## src/rtl/shadow_dump_collector.sv

```systemverilog
// Capture+dump session controller: packs root serial chains into chain-tagged words via FWFT FIFO.
// Last bit -> word_vld in 2 cycles when empty; dump_en drops the cycle after any holding reg fills.
module shadow_dump_collector #(
  parameter int CHAINS     = 1,
  parameter int WORD_WIDTH = 32,
  parameter int FIFO_DEPTH = 4,
  localparam int CW = (CHAINS > 1) ? $clog2(CHAINS) : 1,
  localparam int BW = $clog2(WORD_WIDTH + 1)
) (
  input  logic                  clk,
  input  logic                  rst,
  input  logic                  start,
  output logic                  capture_en,
  output logic [CHAINS-1:0]     dump_en,
  input  logic [CHAINS-1:0]     chains_in,
  input  logic [CHAINS-1:0]     chains_in_vld,
  input  logic [CHAINS-1:0]     chains_in_done,
  output logic [WORD_WIDTH-1:0] word_out,
  output logic [CW-1:0]         word_chain,
  output logic [BW-1:0]         word_bits,
  output logic                  word_vld,
  input  logic                  word_rdy,
  output logic                  busy,
  output logic                  done,
  output logic                  overrun
);

  localparam int AW = $clog2(FIFO_DEPTH);
  localparam logic [AW:0] FULL_CNT = (AW+1)'(FIFO_DEPTH);

  typedef enum logic [1:0] {S_IDLE, S_CAPT, S_DUMP, S_DRAIN} state_t;

  state_t                r_state;
  logic                  r_capture_en, r_done, r_overrun;
  logic [CHAINS-1:0]     r_dump_en;
  logic [WORD_WIDTH-1:0] r_shift     [CHAINS];
  logic [BW-1:0]         r_cnt       [CHAINS];
  logic [WORD_WIDTH-1:0] r_hold_dat  [CHAINS];
  logic [BW-1:0]         r_hold_bits [CHAINS];
  logic [CHAINS-1:0]     r_hold_vld;
  logic [CW-1:0]         r_ptr;
  logic [WORD_WIDTH-1:0] r_fifo_dat   [FIFO_DEPTH];
  logic [CW-1:0]         r_fifo_chain [FIFO_DEPTH];
  logic [BW-1:0]         r_fifo_bits  [FIFO_DEPTH];
  logic [AW-1:0]         r_wr, r_rd;
  logic [AW:0]           r_count;

  logic [WORD_WIDTH-1:0] w_shift_next [CHAINS];
  logic [WORD_WIDTH-1:0] w_move_dat   [CHAINS];
  logic [BW-1:0]         w_move_bits  [CHAINS];
  logic [CHAINS-1:0]     w_move, w_hold_free;
  logic                  w_cnt_zero, w_gnt_vld, w_push, w_pop;
  logic [CW-1:0]         w_gnt, w_ptr_next;
  int                    w_idx;

  // Round-robin search starting at r_ptr over occupied holding registers.
  always_comb begin
    w_gnt_vld = 1'b0;
    w_gnt     = '0;
    w_idx     = 0;
    for (int k = 0; k < CHAINS; k++) begin
      w_idx = (int'(r_ptr) + k) % CHAINS;
      if (!w_gnt_vld && r_hold_vld[CW'(w_idx)]) begin
        w_gnt_vld = 1'b1;
        w_gnt     = CW'(w_idx);
      end
    end
  end

  assign w_pop      = (r_count != '0) && word_rdy;
  assign w_push     = w_gnt_vld && ((r_count != FULL_CNT) || w_pop);
  assign w_ptr_next = (w_gnt == CW'(CHAINS-1)) ? '0 : w_gnt + CW'(1);

  always_comb begin
    w_cnt_zero = 1'b1;
    for (int c = 0; c < CHAINS; c++) begin
      w_shift_next[c] = r_shift[c] | (WORD_WIDTH'(chains_in[c]) << r_cnt[c]);
      w_move[c]       = (r_state == S_DUMP) &&
                        ((chains_in_vld[c] && (r_cnt[c] == BW'(WORD_WIDTH-1))) ||
                         (!chains_in_vld[c] && chains_in_done[c] && (r_cnt[c] != '0)));
      w_move_dat[c]   = chains_in_vld[c] ? w_shift_next[c] : r_shift[c];
      w_move_bits[c]  = chains_in_vld[c] ? BW'(WORD_WIDTH) : r_cnt[c];
      // A hold being drained this cycle can be refilled in the same cycle.
      w_hold_free[c]  = !r_hold_vld[c] || (w_push && (w_gnt == CW'(c)));
      if (r_cnt[c] != '0) w_cnt_zero = 1'b0;
    end
  end

  always_ff @(posedge clk) begin
    if (rst) begin
      r_state      <= S_IDLE;
      r_capture_en <= 1'b0;
      r_done       <= 1'b0;
      r_overrun    <= 1'b0;
      r_dump_en    <= '0;
      r_hold_vld   <= '0;
      for (int c = 0; c < CHAINS; c++) begin
        r_shift[c]     <= '0;
        r_cnt[c]       <= '0;
        r_hold_dat[c]  <= '0;
        r_hold_bits[c] <= '0;
      end
    end else begin
      r_capture_en <= 1'b0;
      r_done       <= 1'b0;
      r_dump_en    <= {CHAINS{(r_state == S_DUMP) && (r_hold_vld == '0)}};
      case (r_state)
        S_IDLE: if (start) begin
          r_state      <= S_CAPT;
          r_capture_en <= 1'b1;
          r_overrun    <= 1'b0;
        end
        S_CAPT:  r_state <= S_DUMP;
        S_DUMP:  if ((&chains_in_done) && w_cnt_zero && (r_hold_vld == '0)) r_state <= S_DRAIN;
        S_DRAIN: if (r_count == '0) begin
          r_state <= S_IDLE;
          r_done  <= 1'b1;
        end
        default: r_state <= S_IDLE;
      endcase
      if ((r_state != S_DUMP) && (chains_in_vld != '0)) r_overrun <= 1'b1;
      for (int c = 0; c < CHAINS; c++) begin
        if (w_push && (w_gnt == CW'(c))) r_hold_vld[c] <= 1'b0;
        if (w_move[c]) begin
          r_shift[c] <= '0;
          r_cnt[c]   <= '0;
          if (w_hold_free[c]) begin
            r_hold_dat[c]  <= w_move_dat[c];
            r_hold_bits[c] <= w_move_bits[c];
            r_hold_vld[c]  <= 1'b1;
          end else begin
            r_overrun <= 1'b1;
          end
        end else if ((r_state == S_DUMP) && chains_in_vld[c]) begin
          r_shift[c] <= w_shift_next[c];
          r_cnt[c]   <= r_cnt[c] + BW'(1);
        end
      end
    end
  end

  always_ff @(posedge clk) begin
    if (rst) begin
      r_wr    <= '0;
      r_rd    <= '0;
      r_count <= '0;
      r_ptr   <= '0;
      for (int i = 0; i < FIFO_DEPTH; i++) begin
        r_fifo_dat[i]   <= '0;
        r_fifo_chain[i] <= '0;
        r_fifo_bits[i]  <= '0;
      end
    end else begin
      if (w_push) begin
        r_fifo_dat[r_wr]   <= r_hold_dat[w_gnt];
        r_fifo_chain[r_wr] <= w_gnt;
        r_fifo_bits[r_wr]  <= r_hold_bits[w_gnt];
        r_wr               <= r_wr + AW'(1);
        r_ptr              <= w_ptr_next;
      end
      if (w_pop) r_rd <= r_rd + AW'(1);
      case ({w_push, w_pop})
        2'b10:   r_count <= r_count + (AW+1)'(1);
        2'b01:   r_count <= r_count - (AW+1)'(1);
        default: r_count <= r_count;
      endcase
    end
  end

  assign capture_en = r_capture_en;
  assign dump_en    = r_dump_en;
  assign done       = r_done;
  assign overrun    = r_overrun;
  assign busy       = (r_state != S_IDLE);
  assign word_vld   = (r_count != '0);
  assign word_out   = r_fifo_dat[r_rd];
  assign word_chain = r_fifo_chain[r_rd];
  assign word_bits  = r_fifo_bits[r_rd];

endmodule

```

## config.mk

```make
export PLATFORM = sky130hd
export DESIGN_NAME = shadow_dump_collector
export DESIGN_NICKNAME = d
export VERILOG_FILES = /design/src/rtl/shadow_dump_collector.sv
export SDC_FILE = /design/constraint.sdc
export NUM_CORES = 1
export LEC_CHECK = 0
export ABC_AREA = 1
export BUFFER_PORTS_ARGS = -buffer_cell sky130_fd_sc_hd__buf_2
export CORE_UTILIZATION = 45
export CTS_BUF_LIST = sky130_fd_sc_hd__clkbuf_2 sky130_fd_sc_hd__clkbuf_4 sky130_fd_sc_hd__clkbuf_8
export CTS_CLUSTER_DIAMETER = 40
export DETAILED_ROUTE_END_ITERATION = 8
export PLACE_DENSITY_LB_ADDON = 0.1
export SETUP_SLACK_MARGIN = 0.15
export SLEW_MARGIN = 20
export SYNTH_ARGS = -nofsm -noshare
export SYNTH_HDL_FRONTEND = slang
export SYNTH_SLANG_ARGS = --single-unit
```

## constraint.sdc

```tcl
create_clock -name clk -period 5.9 [get_ports clk]
set_input_delay 0.885 -clock clk [delete_from_list [all_inputs] [get_ports clk]]
set_output_delay 0.885 -clock clk [all_outputs]
set_load 0.01 [all_outputs]
```

Yosys cells after proc, flatten, opt, wreduce, memory -nomap -nowiden
Memories as Yosys holds them, arrays and structs flattened. A register that Yosys moved wholly into a read port is not among the register bits.
Index checks and enable logic that the tools add are counted.
{"block": "totals", "wordCells": 126, "ram_bits": 228, "register_bits": 14, "out_inout_bits": 45, "mem_count": 6, "input_bits": 7}
{"block": "classes", "n_bitwise": 4, "reduce_logical": 33, "eq_ne": 11, "n_shift": 1, "muxes": 57, "add_sub_neg": 5}
{"memory": "r_fifo_dat", "words": 4, "width": 32, "read_ports": 1, "rd_clocked_by_memory_dff": 1, "write_ports": 4, "line_no": "42", "text": "logic [WORD_WIDTH-1:0] r_fifo_dat [FIFO_DEPTH];"}
{"memory": "r_hold_dat", "words": 1, "width": 32, "read_ports": 1, "rd_clocked_by_memory_dff": 0, "write_ports": 1, "line_no": "38", "text": "logic [WORD_WIDTH-1:0] r_hold_dat [CHAINS];"}
{"memory": "r_shift", "words": 1, "width": 32, "read_ports": 1, "rd_clocked_by_memory_dff": 0, "write_ports": 1, "line_no": "36", "text": "logic [WORD_WIDTH-1:0] r_shift [CHAINS];"}
{"memory": "r_fifo_bits", "words": 4, "width": 6, "read_ports": 1, "rd_clocked_by_memory_dff": 1, "write_ports": 4, "line_no": "44", "text": "logic [BW-1:0] r_fifo_bits [FIFO_DEPTH];"}
{"memory": "r_cnt", "words": 1, "width": 6, "read_ports": 1, "rd_clocked_by_memory_dff": 0, "write_ports": 1, "line_no": "37", "text": "logic [BW-1:0] r_cnt [CHAINS];"}
{"memory": "r_hold_bits", "words": 1, "width": 6, "read_ports": 1, "rd_clocked_by_memory_dff": 0, "write_ports": 1, "line_no": "39", "text": "logic [BW-1:0] r_hold_bits [CHAINS];"}
{"operator": "two-way mux 32 bit", "count": 5}
{"operator": "OR reduction 32 bit", "count": 4}
{"operator": "two-way mux 1 bit", "count": 36}
{"operator": "bitwise OR 32 bit", "count": 1}
{"operator": "left shift 1 x 6 -> 32 bit", "count": 1}
{"operator": "two-way mux 6 bit", "count": 5}
{"operator": "OR reduction 6 bit", "count": 4}
{"operator": "two-way mux 2 bit", "count": 9}
{"operator": "logical AND 1 bit", "count": 11}
{"operator": "!= test 2 bit, second input constant", "count": 4}
{"operator": "case mux 2 bit (4 select lines)", "count": 1}
{"operator": "adder 6 x 1 -> 6 bit, second input constant", "count": 1}
{"operator": "== test 2 bit, second input constant", "count": 3}
{"operator": "== test 6 x 5 -> 1 bit, second input constant", "count": 1}
{"operator": "case mux 3 bit (2 select lines)", "count": 1}
{"operator": "nonzero test 6 bit", "count": 1}
{"operator": "adder 2 x 1 -> 2 bit, second input constant", "count": 2}
{"operator": "== test 2 x 1 -> 1 bit, second input constant", "count": 2}
{"operator": "nonzero test 2 bit", "count": 2}
{"operator": "OR reduction 2 bit", "count": 2}
{"operator": "adder 3 x 1 -> 3 bit, second input constant", "count": 1}
{"operator": "zero test 3 bit", "count": 1}
{"operator": "logical OR 1 bit", "count": 3}
{"operator": "!= test 3 bit, second input constant", "count": 1}
{"operator": "6 further kinds", "count": 9}

Logic depth before layout (Yosys ltp)
Gate-level depths: netlist of the first run.
{"block": "logic_depth", "ltp_word": 11, "mapped_depth": 11, "mapped_depth_nobuf": 11}

Least setup slack after synthesis of the first run
Ideal clock, no wire load.
{"block": "synth_path", "path_type": "input -> register", "startpoint": "input word_rdy", "endpoint": "memory r_fifo_bits[0][0] (netlist bit) (enable)", "setup_time_ns": 0.486, "t_arrival_ns": 4.156, "stages": 7, "n_path_buf": 1, "slack_ns": 1.258, "t_required_ns": 5.414, "cell_sequence": "inv_1 -> nand3_1 -> nand2_2 -> nor2_4 -> nand2_1 -> buf_2 -> o21ai_0"}
{"element": "from (decl)", "line_no": "22", "text": "input logic word_rdy,"}
{"element": "to (decl)", "line_no": "44"}

==> summary.md, run 1 <==
| Metric | Value |
|---|---|
| Outcome | `finished, final reports clean` |
| Placement Setup Slack | `2.61 ns` |
| Top Ports | `52` |
| Port buffer count | `50` |
| Slew headroom | `38.7%` |
| PwrDens | `334 mW/mm2` |
| Slowest CP cell | `buf_4` |
| Gp weighted congestion | `0.793` |
| Clk_lat worst skew | `0.53 ns` |
| H-tree depth | `2` |
| Routed Antenna Nets | `0` |
| Chip Width | `158 um` |
| DR iter-0 viols | `520` |
| Vias per cell | `5.13` |
| Total of max-cap violations | `0` |
| CTS clock-pin slew for the worst setup and hold paths | `0.06 ns` |
| Overall Global Routing Usage | `20.6%` |
| Register area | `0.00717 mm2` |
| Largest net degree at the start of global routing | `53` |
| Mapped Cells | `1042` |
| Hold-fix buffers, CTS | `0` |
| Setup Skew | `0.0185 ns` |
| Vias in the first global route | `7208` |
| FMAX | `0.284 GHz` |
| Critical path type | `flip-flop to output port` |
| Crit-path cells | `inv_2, buf_4, o21ai_0, o22ai_1, buf_2` |
| CTS Sinks | `244` |
| Most frequent cells in the layout | `edfxtp_1 (228), nor2_1 (213), inv_1 (117), o21ai_0 (94), nand2_1 (68)` |
| Total number of vias | `7360` |
| Diode count | `0` |
| Footprint of the multi-input gates | `0.00304 mm2` |
| Die area | `0.0249 mm2` |
| First-pass iteration count of the detailed router | `7` |
| Worst-margin pin slew | `0.919 ns` |
| Placed cell count | `1361` |
| Fin worst setup slack | `2.38 ns` |
| Hold WS | `0.481 ns` |
| Root buffer cell | `clkbuf_8` |
| Final TNS setup | `0 ns` |
| Critical path required time | `5.02 ns` |
| Wire per inst | `17.1 um` |
| Row cnt | `56` |
| Post_cts resized | `0` |
| Crit start category | `flip-flop` |
| Final min period | `3.52 ns` |
| DRC | `0` |
| Synth Net Count | `1057` |
| Buffers plus inverters on the worst setup path | `3` |
| Max Fanout on Critical Path | `42` |
| Worst path arrival time | `2.64 ns` |
| Max VDD drop | `0.147 mV` |
| Final Hold Violating Endpoints | `0` |
| Seq/Total Area, Yosys | `65.5%` |
| GR Overflow Total | `0` |
| Mapped Area | `0.0109 mm2` |
| Core box area | `0.0237 mm2` |
| P_leak | `4.77 nW` |
| Most common cell after layout, fill and taps aside | `edfxtp_1` |
| Final nets | `1102` |
| CTS Buffer Depth | `3` |
| Element type at the critical path end | `output port` |
| CTS tree | `yes` |
| Synth Register Bits | `244` |
| Final setup fails | `0` |
| Slew Limit Fails | `0` |
| Fillers | `2176` |
| DRT Wirelength | `24500 um` |
| CP top delay family | `buffers and inverters` |
| Synth-to-Final Area Change | `12.5%` |
| Fin cells | `1436` |
| Postcts setup bufs | `0` |
| CP max stage delay | `0.50 ns` |
| DP HPWL | `14000 um` |
| Tot Pwr | `4.10 mW` |
| Min-Delay Path Class | `flip-flop to flip-flop` |
| Count of different cell masters after synthesis | `31` |
| Die span in y | `158 um` |
| First-pass GRT wire length | `39200 um` |
| Mean post-synth cell area | `10.5 um2` |
| Synth warn | `0` |
| Unrepaired setup endpoints after global routing | `false` |
| Layout cell share with drive strength beyond 1 | `16.4%` |
| Initial antenna violation count | `0` |
| Cts bufs inserted | `43` |
| Final Cycle Share | `59.7%` |
| Initial Util | `46.2%` |
## state kept, by name, indices dropped and copies added, names as in the netlist, 2 cells and up, named ones only
| register | count |
|---|---|
| r_fifo_dat | 128 |
| r_hold_dat | 32 |
| r_shift | 32 |
| r_fifo_bits | 24 |
| r_cnt | 6 |
| r_hold_bits | 6 |
| r_count | 3 |
| r_rd | 2 |
| r_state | 2 |
| r_wr | 2 |
## cells in the mapped netlist
| cell type | instances | area (um2) |
|---|---|---|
| buf_12 | 1 | 20.0 |
| o21ai_0 | 97 | 485 |
| nor2_4 | 13 | 146 |
| nand4_1 | 7 | 43.8 |
| nor3_2 | 3 | 30.0 |
| buf_2 | 15 | 75.1 |
| fa_1 | 1 | 20.0 |
| xnor2_1 | 1 | 8.76 |
| buf_8 | 1 | 15.0 |
| nand3_2 | 1 | 10.0 |
| buf_6 | 3 | 33.8 |
| conb_1 | 1 | 3.75 |
| clkbuf_1 | 43 | 161 |
| nor3_1 | 43 | 215 |
| edfxtp_1 | 228 | 6850 |
| nand3_1 | 31 | 155 |
| buf_1 | 1 | 3.75 |
| o21bai_1 | 8 | 60.1 |
| nand2_1 | 68 | 255 |
| nor2_1 | 213 | 800 |
| nor2_2 | 13 | 81.3 |
| inv_2 | 3 | 11.3 |
| xor2_1 | 3 | 26.3 |
| ha_1 | 7 | 87.6 |
| buf_4 | 2 | 15.0 |
| o31ai_1 | 1 | 7.51 |
| o22ai_1 | 38 | 238 |
| dfxtp_1 | 16 | 320 |
| a21oi_1 | 54 | 270 |
| inv_1 | 119 | 447 |
| nand2_2 | 7 | 43.8 |
## metal layers
layer / wire [um] / GRT usage (%) / up-vias
met5: 0 / 0 / -
met2: 11400 / 33.3 / 144
met4: 351 / 5.18 / 0
li1: - / - / 3630
met1: 11800 / 28.8 / 3554
met3: 926 / 3.28 / 32
## metrics by stage
stage	util [%]	cell area [um2]
3_3_place_gp	48.3	11400
3_5_place_dp	48.3	11400
2_1_floorplan	-	10900
6_report	52.0	12300
4_1_cts	52.0	12300
5_1_grt	52.0	12300
## report_power, final
part | total [mW] | internal [mW] | switching, mW
registers | 2.07 | 2.02 | 0.0546
clock network | 1.58 | 0.910 | 0.673
logic | 0.447 | 0.127 | 0.320
total | 4.10 | 3.06 | 1.05
## path summary, 6_finish.rpt
kind,startpoint,end,slack (ns),cells past startpoint
setup reg to reg,r_wr[1]$_SDFFE_PP0P_,r_fifo_dat[2][22]$_SDFFCE_PN0P_,3.09,6
hold reg to reg,r_rd[1]$_SDFFE_PP0N_,r_rd[1]$_SDFFE_PP0N_,0.48,2
setup / recovery,flip-flop,word_out[5],2.38,5
hold / removal,r_rd[1]$_SDFFE_PP0N_,r_rd[1]$_SDFFE_PP0N_,0.48,2
## final cells by class
| class | instances | share of cell area, % |
|---|---|---|
| inverters | 122 | 3.72 |
| flip-flops and latches | 244 | 58.3 |
| clock inverters | 13 | 0.976 |
| multi-input cells | 610 | 24.7 |
| well taps | 319 | 3.24 |
| repair buffers | 66 | 3.01 |
| clock buffers | 62 | 6.12 |
## kinds of logic (layout without fill, tap and decap cells)
family	Yosys count	after routing	synth area share, %
and+or+nand+nor	399	399	16.3
DFF	244	244	65.5
AOI/OAI and AO/OA	198	198	9.70
buffers and inverters	188	263	7.15
adders and majority gates	8	8	0.984
xor gates and xnor gates	4	4	0.320
other	1	1	0.0343
## tightest hold or removal path, cell delays in order, from the launching register on
cell	delay [ns]
dfxtp_1	0.31
inv_1	0.05
a21oi_1	0.07
Power figures use the tool's default switching activity.
==> run 2, diff against run 1 <==
==> constraint.sdc (replaced) <==
create_clock -name clk -period 3.19 [get_ports clk]
set_input_delay 0.4785 -clock clk [delete_from_list [all_inputs] [get_ports clk]]
set_output_delay 0.4785 -clock clk [all_outputs]
set_load 0.01 [all_outputs]
==> run 2 against run 1 <==
Against the previous run: global-route usage is 0.31 points lower; setup slack lost 2.0 ns; sequential power grew 86%; final cell count up 0.63%; total power grew 85%; clock skew is 0.0065 ns lower; hold slack worse by 0.28 ns; first-iteration DRC count rose by 4.8%; critical endpoint is now word_bits[5]; largest cell class unchanged.
==> summary.md, run 2 (synthesis results as in run 1) <==
| Metric | Value |
|---|---|
| First-pass iteration count of the detailed router | `5 (was 7)` |
| Largest register FFs | `128 (unchanged)` |
| Slew headroom | `52.6% (was 38.7%)` |
| Final Hold Violating Endpoints | `0 (unchanged)` |
| M3 GR Usage | `3.78% (was 3.28%)` |
| Most common cell after layout, fill and taps aside | `edfxtp_1 (unchanged)` |
| Final TNS setup | `0 ns (unchanged)` |
| Die span in y | `158 um (unchanged)` |
| Layout cell share with drive strength beyond 1 | `16.6% (was 16.4%)` |
| Register area | `0.00717 mm2 (unchanged)` |
| Met1 Use GR | `27.5% (was 28.8%)` |
| Largest registers | `r_fifo_dat (128), r_hold_dat (32), r_shift (32) (unchanged)` |
| Worst path arrival time | `2.30 ns (was 2.64 ns)` |
| Fillers | `2253 (was 2176)` |
| Largest reg by FF count | `r_fifo_dat (unchanged)` |
| Port buffer count | `50 (unchanged)` |
| DRC | `0 (unchanged)` |
| Clk_lat worst skew | `0.54 ns (was 0.53 ns)` |
| Overall Global Routing Usage | `20.3% (was 20.6%)` |
| Chip Width | `158 um (unchanged)` |
| First-pass GRT wire length | `38400 um (was 39200 um)` |
| GR Overflow Total | `0 (unchanged)` |
| Hold-fix buffers, CTS | `0 (unchanged)` |
| Critical path required time | `2.71 ns (was 5.02 ns)` |
| Worst-margin pin slew | `0.710 ns (was 0.919 ns)` |
| Largest net degree at the start of global routing | `51 (was 53)` |
| Post_cts resized | `0 (unchanged)` |
| Hold WS | `0.204 ns (was 0.481 ns)` |
| Design area | `0.0124 mm2 (was 0.0123 mm2)` |
| Gp weighted congestion | `0.785 (was 0.793)` |
| Initial Util | `46.2% (unchanged)` |
| Crit start category | `flip-flop (unchanged)` |
| Min-Delay Path Class | `primary input to flip-flop (was flip-flop to flip-flop)` |
| Fin worst setup slack | `0.412 ns (was 2.38 ns)` |
| Vias per cell | `5.09 (was 5.13)` |
| Path depth of the worst reg2reg path | `7 (was 6)` |
| Most frequent cells in the layout | `edfxtp_1 (228), nor2_1 (213), inv_1 (118), o21ai_0 (94), nand2_1 (68) (was edfxtp_1 (228), nor2_1 (213), inv_1 (117), o21ai_0 (94), nand2_1 (68))` |
| Placed cell count | `1365 (was 1361)` |
| Hold Path Cell Cnt | `3 (was 2)` |
| Placement Setup Slack | `0.703 ns (was 2.61 ns)` |
| Final Cycle Share | `87.1%` |
| Global route hottest layer | `met2 (unchanged)` |
| Final min period | `2.78 ns` |
| CTS Buffer Depth | `3 (unchanged)` |
| FMAX | `0.360 GHz` |
| PwrDens | `613 mW/mm2 (was 334 mW/mm2)` |
| DR iter-0 viols | `545 (was 520)` |
| Core box area | `0.0237 mm2 (unchanged)` |
| Final Util | `52.2% (was 52.0%)` |
| Synth-to-Final Area Change | `13.1% (was 12.5%)` |
| Max VDD drop | `0.261 mV (was 0.147 mV)` |
| Worst Hold Launch | `start (was r_rd[1]$_SDFFE_PP0N_)` |
| Vias in the first global route | `7020 (was 7208)` |
| Footprint of the multi-input gates | `0.00304 mm2 (unchanged)` |
| Cts bufs inserted | `44 (was 43)` |
| P_leak | `4.79 nW (was 4.77 nW)` |
| DP HPWL | `14000 um (about the same)` |
| CTS tree | `yes (unchanged)` |
| Outcome | `finished, final reports clean (unchanged)` |
| H-tree depth | `2 (unchanged)` |
| CTS Sinks | `244 (unchanged)` |
| Tot Pwr | `7.57 mW (was 4.10 mW)` |
| Max Fanout on Critical Path | `38 (was 42)` |
| Initial antenna violation count | `0 (unchanged)` |
| Final setup fails | `0 (unchanged)` |
| Total of max-cap violations | `0 (unchanged)` |
| Top Ports | `52 (unchanged)` |
| Met2 GRT Util | `33.1% (was 33.3%)` |
| Wire per inst | `17.0 um (was 17.1 um)` |
| Slew Limit Fails | `0 (unchanged)` |
| Diode count | `0 (unchanged)` |
| Element type at the critical path end | `output port (unchanged)` |
| Root buffer cell | `clkbuf_8 (unchanged)` |
| Total number of vias | `7348 (was 7360)` |
| CTS clock-pin slew for the worst setup and hold paths | `0.06 ns (about the same)` |
| Unrepaired setup endpoints after global routing | `false (unchanged)` |
| Routed Antenna Nets | `0 (unchanged)` |
| Row cnt | `56 (unchanged)` |
| Final nets | `1107 (was 1102)` |
| DRT Wirelength | `24500 um (about the same)` |
| Setup Skew | `0.0120 ns (was 0.0185 ns)` |
| Fin cells | `1445 (was 1436)` |
| Critical path type | `flip-flop to output port (unchanged)` |
| Placed cell areas | `0.0115 mm2 (was 0.0114 mm2)` |
| Die area | `0.0249 mm2 (unchanged)` |
| Postcts setup bufs | `0 (unchanged)` |
| R2r startpoint | `r_cnt[0][3]$_SDFFCE_PN0P_ (was r_wr[1]$_SDFFE_PP0P_)` |
-- run 2: cell types whose count changed in the layout (fill, tap and decap cells not counted), moves of 2 or more --
cell | before | now
clkbuf_4 | 16 | 11
clkinv_1 | 5 | 9
clkinvlp_4 | 0 | 4
clkbuf_8 | 46 | 49
clkinv_2 | 3 | 6
buf_12 | 0 | 2
buf_4 | 16 | 18
inv_6 | 2 | 0
-- run 2: final cells by class --
type                       count  area share (%)
inverter                     122            3.70
timing repair buffer          70            3.44
sequential                   244            58.0
clock buffer                  60            6.12
multi-input combinational    610            24.5
clock inverter                20            1.00
tap                          319            3.23
-- run 2: worst max-delay path, stage by stage, from the launching register on --
cell	delay, ns
dfxtp_1	0.53
inv_1	0.12
buf_4	0.40
o21ai_0	0.16
o22ai_1	0.33
buf_2	0.21
-- run 2: final timing paths --
path / endpoint / slack [ns]
hold reg to reg: r_rd[1]$_SDFFE_PP0N_ / 0.48
setup reg to reg: r_shift[0][22]$_SDFFCE_PN0P_ / 0.89
setup / recovery: word_bits[5] / 0.41
hold / removal: capture_en$_SDFF_PP0_ / 0.20
-- run 2: power by group --
| group | leakage (nW) | switching (mW) | total, mW | internal (mW) |
|---|---|---|---|---|
| clock | 0.455 | 1.27 | 2.89 | 1.62 |
| combinational | 1.84 | 0.603 | 0.846 | 0.243 |
| sequential | 2.49 | 0.103 | 3.84 | 3.74 |
| total | 4.79 | 1.97 | 7.57 | 5.60 |
-- run 2: layer usage --
metal	vias to the layer above	wire length, um	part of all wire (%)
li1	3650	-	-
met1	3502	11600	47
met2	162	11500	47
met3	34	1030	4.2
met4	0	431	1.8
met5	-	0	0
==> run 3, diff against run 2 <==
--- a/config.mk
+++ b/config.mk
@@ -11,7 +11,7 @@
 export CTS_BUF_LIST = sky130_fd_sc_hd__clkbuf_2 sky130_fd_sc_hd__clkbuf_4 sky130_fd_sc_hd__clkbuf_8
 export CTS_CLUSTER_DIAMETER = 40
 export DETAILED_ROUTE_END_ITERATION = 8
-export PLACE_DENSITY_LB_ADDON = 0.1
+export PLACE_DENSITY = 0.75
 export SETUP_SLACK_MARGIN = 0.15
 export SLEW_MARGIN = 20
 export SYNTH_ARGS = -nofsm -noshare
==> run 3 against run 2 <==
Against the previous run: setup slack improved by 0.26 ns; final area shrank 0.85%; via count up 2.0%; register-to-register slack worse by 0.06 ns; sequential cell count did not move; combinational power fell by 0.9%; critical path type unchanged; largest power group unchanged; highest routed layer unchanged.
==> summary.md, run 3 (synthesis results as in run 1) <==
| Metric | Value |
|---|---|
| Outcome | `finished, final reports clean (unchanged)` |
| Final setup fails | `0 (unchanged)` |
| Final nets | `1105 (was 1107)` |
| GR Overflow Total | `0 (unchanged)` |
| Layout cell share with drive strength beyond 1 | `15.9% (was 16.6%)` |
| Largest registers | `r_fifo_dat (128), r_hold_dat (32), r_shift (32) (unchanged)` |
| DP HPWL | `13900 um (was 14000 um)` |
| Root buffer cell | `clkbuf_8 (unchanged)` |
| Post_cts resized | `0 (unchanged)` |
| Max VDD drop | `0.247 mV (was 0.261 mV)` |
| Postcts setup bufs | `0 (unchanged)` |
| Worst-margin pin slew | `0.698 ns (was 0.710 ns)` |
| Most frequent cells in the layout | `edfxtp_1 (228), nor2_1 (213), inv_1 (118), o21ai_0 (94), nand2_1 (68) (unchanged)` |
| First-pass GRT wire length | `36300 um (was 38400 um)` |
| First-pass iteration count of the detailed router | `5 (unchanged)` |
| Element type at the critical path end | `output port (unchanged)` |
| Final min period | `2.51 ns (was 2.78 ns)` |
| CTS Buffer Depth | `3 (unchanged)` |
| PwrDens | `590 mW/mm2 (was 613 mW/mm2)` |
| Hold WS | `0.208 ns (was 0.204 ns)` |
| FMAX | `0.398 GHz (was 0.360 GHz)` |
| Final Cycle Share | `78.8% (was 87.1%)` |
| Wire per inst | `15.9 um (was 17.0 um)` |
| Placed cell count | `1369 (was 1365)` |
| CTS tree | `yes (unchanged)` |
| Largest reg by FF count | `r_fifo_dat (unchanged)` |
| Most common cell after layout, fill and taps aside | `edfxtp_1 (unchanged)` |
| Chip Width | `158 um (unchanged)` |
| Die area | `0.0249 mm2 (unchanged)` |
| Clk_lat worst skew | `0.52 ns (was 0.54 ns)` |
| Top Ports | `52 (unchanged)` |
| Core box area | `0.0237 mm2 (unchanged)` |
| Crit start category | `flip-flop (unchanged)` |
| Diode count | `0 (unchanged)` |
| Min-Delay Path Class | `primary input to flip-flop (unchanged)` |
| Fin cells | `1436 (was 1445)` |
| Max Fanout on Critical Path | `30 (was 38)` |
| DRC | `0 (unchanged)` |
| Critical path type | `flip-flop to output port (unchanged)` |
| DR iter-0 viols | `629 (was 545)` |
| Fillers | `2030 (was 2253)` |
| Initial Util | `46.2% (unchanged)` |
| Worst path arrival time | `2.04 ns (was 2.30 ns)` |
| Port buffer count | `50 (unchanged)` |
| H-tree depth | `2 (unchanged)` |
| Slew Limit Fails | `0 (unchanged)` |
| Cts bufs inserted | `38 (was 44)` |
| Initial antenna violation count | `0 (unchanged)` |
| P_leak | `4.74 nW (was 4.79 nW)` |
| Hold-fix buffers, CTS | `0 (unchanged)` |
| Slew headroom | `53.4% (was 52.6%)` |
| Overall Global Routing Usage | `18.7% (was 20.3%)` |
| Critical path required time | `2.71 ns (about the same)` |
| Vias per cell | `5.22 (was 5.09)` |
| Final TNS setup | `0 ns (unchanged)` |
| Total of max-cap violations | `0 (unchanged)` |
| Largest register FFs | `128 (unchanged)` |
| DRT Wirelength | `22900 um (was 24500 um)` |
| Vias in the first global route | `7292 (was 7020)` |
| Die span in y | `158 um (unchanged)` |
| Unrepaired setup endpoints after global routing | `false (unchanged)` |
| CTS clock-pin slew for the worst setup and hold paths | `0.06 ns (about the same)` |
| Routed Antenna Nets | `0 (unchanged)` |
| Synth-to-Final Area Change | `12.1% (was 13.1%)` |
| Tot Pwr | `7.24 mW (was 7.57 mW)` |
| Total number of vias | `7496 (was 7348)` |
| Largest net degree at the start of global routing | `77 (was 51)` |
| Setup Skew | `0.00764 ns (was 0.0120 ns)` |
| Gp weighted congestion | `0.834 (was 0.785)` |
| CTS Sinks | `244 (unchanged)` |
| Final Util | `51.8% (was 52.2%)` |
| Row cnt | `56 (unchanged)` |
| Final Hold Violating Endpoints | `0 (unchanged)` |
==> run 3: cell types whose count changed in the layout (fill, tap and decap cells not counted) <==
cell / delta
buf_4: +4
clkinv_2: -5
clkinvlp_4: -3
clkbuf_8: -8
clkbuf_4: +3
==> run 3: per-stage QoR <==
step | worst slack, ns | area, um2
6_report | 0.675 | 12300
5_1_grt | 0.613 | 12300
4_1_cts | 0.668 | 12300
3_5_place_dp | 0.856 | 11500
3_3_place_gp | 0.921 | 11500
2_1_floorplan | 0.211 | 10900
==> run 3: final timing paths <==
check / start / to / slack, ns / cells after the start
min reg2reg: r_rd[1]$_SDFFE_PP0N_ / flip-flop / 0.47 / 2
min: start / capture_en$_SDFF_PP0_ / 0.21 / 3
max: flip-flop / word_out[7] / 0.68 / 5
max reg2reg: r_cnt[0][3]$_SDFFCE_PN0P_ / r_shift[0][13]$_SDFFCE_PN0P_ / 0.83 / 8
==> run 3: final cells by class <==
class,count,area (um2),area share [%]
clock inverter,12,76.3,0.622
clock buffer,55,669,5.46
sequential,244,7170,58.5
multi-input combinational,610,3040,24.8
inverter,122,458,3.73
tap,319,399,3.26
timing repair buffer,74,455,3.71
==> run 3: report_power, final <==
part / switching [mW] / total [mW] / internal, mW
Combinational: 0.596 / 0.838 / 0.242
Sequential: 0.0922 / 3.83 / 3.73
Clock: 1.15 / 2.57 / 1.42
Total: 1.84 / 7.24 / 5.40
==> run 3: layer usage <==
metal | vias to the layer above | part of all wire, % | GRT usage, %
met3 | 48 | 6.7 | 3.50
li1 | 3638 | - | -
met4 | 0 | 2.8 | 7.21
met1 | 3546 | 42 | 23.3
met5 | - | 0 | 0
met2 | 264 | 48 | 32.2
==> run 3: critical path: stages, from the launching register on <==
cell and delay, ns:
dfxtp_1 0.36, inv_1 0.37, buf_12 0.25, o21ai_0 0.11
o22ai_1 0.24, buf_2 0.19
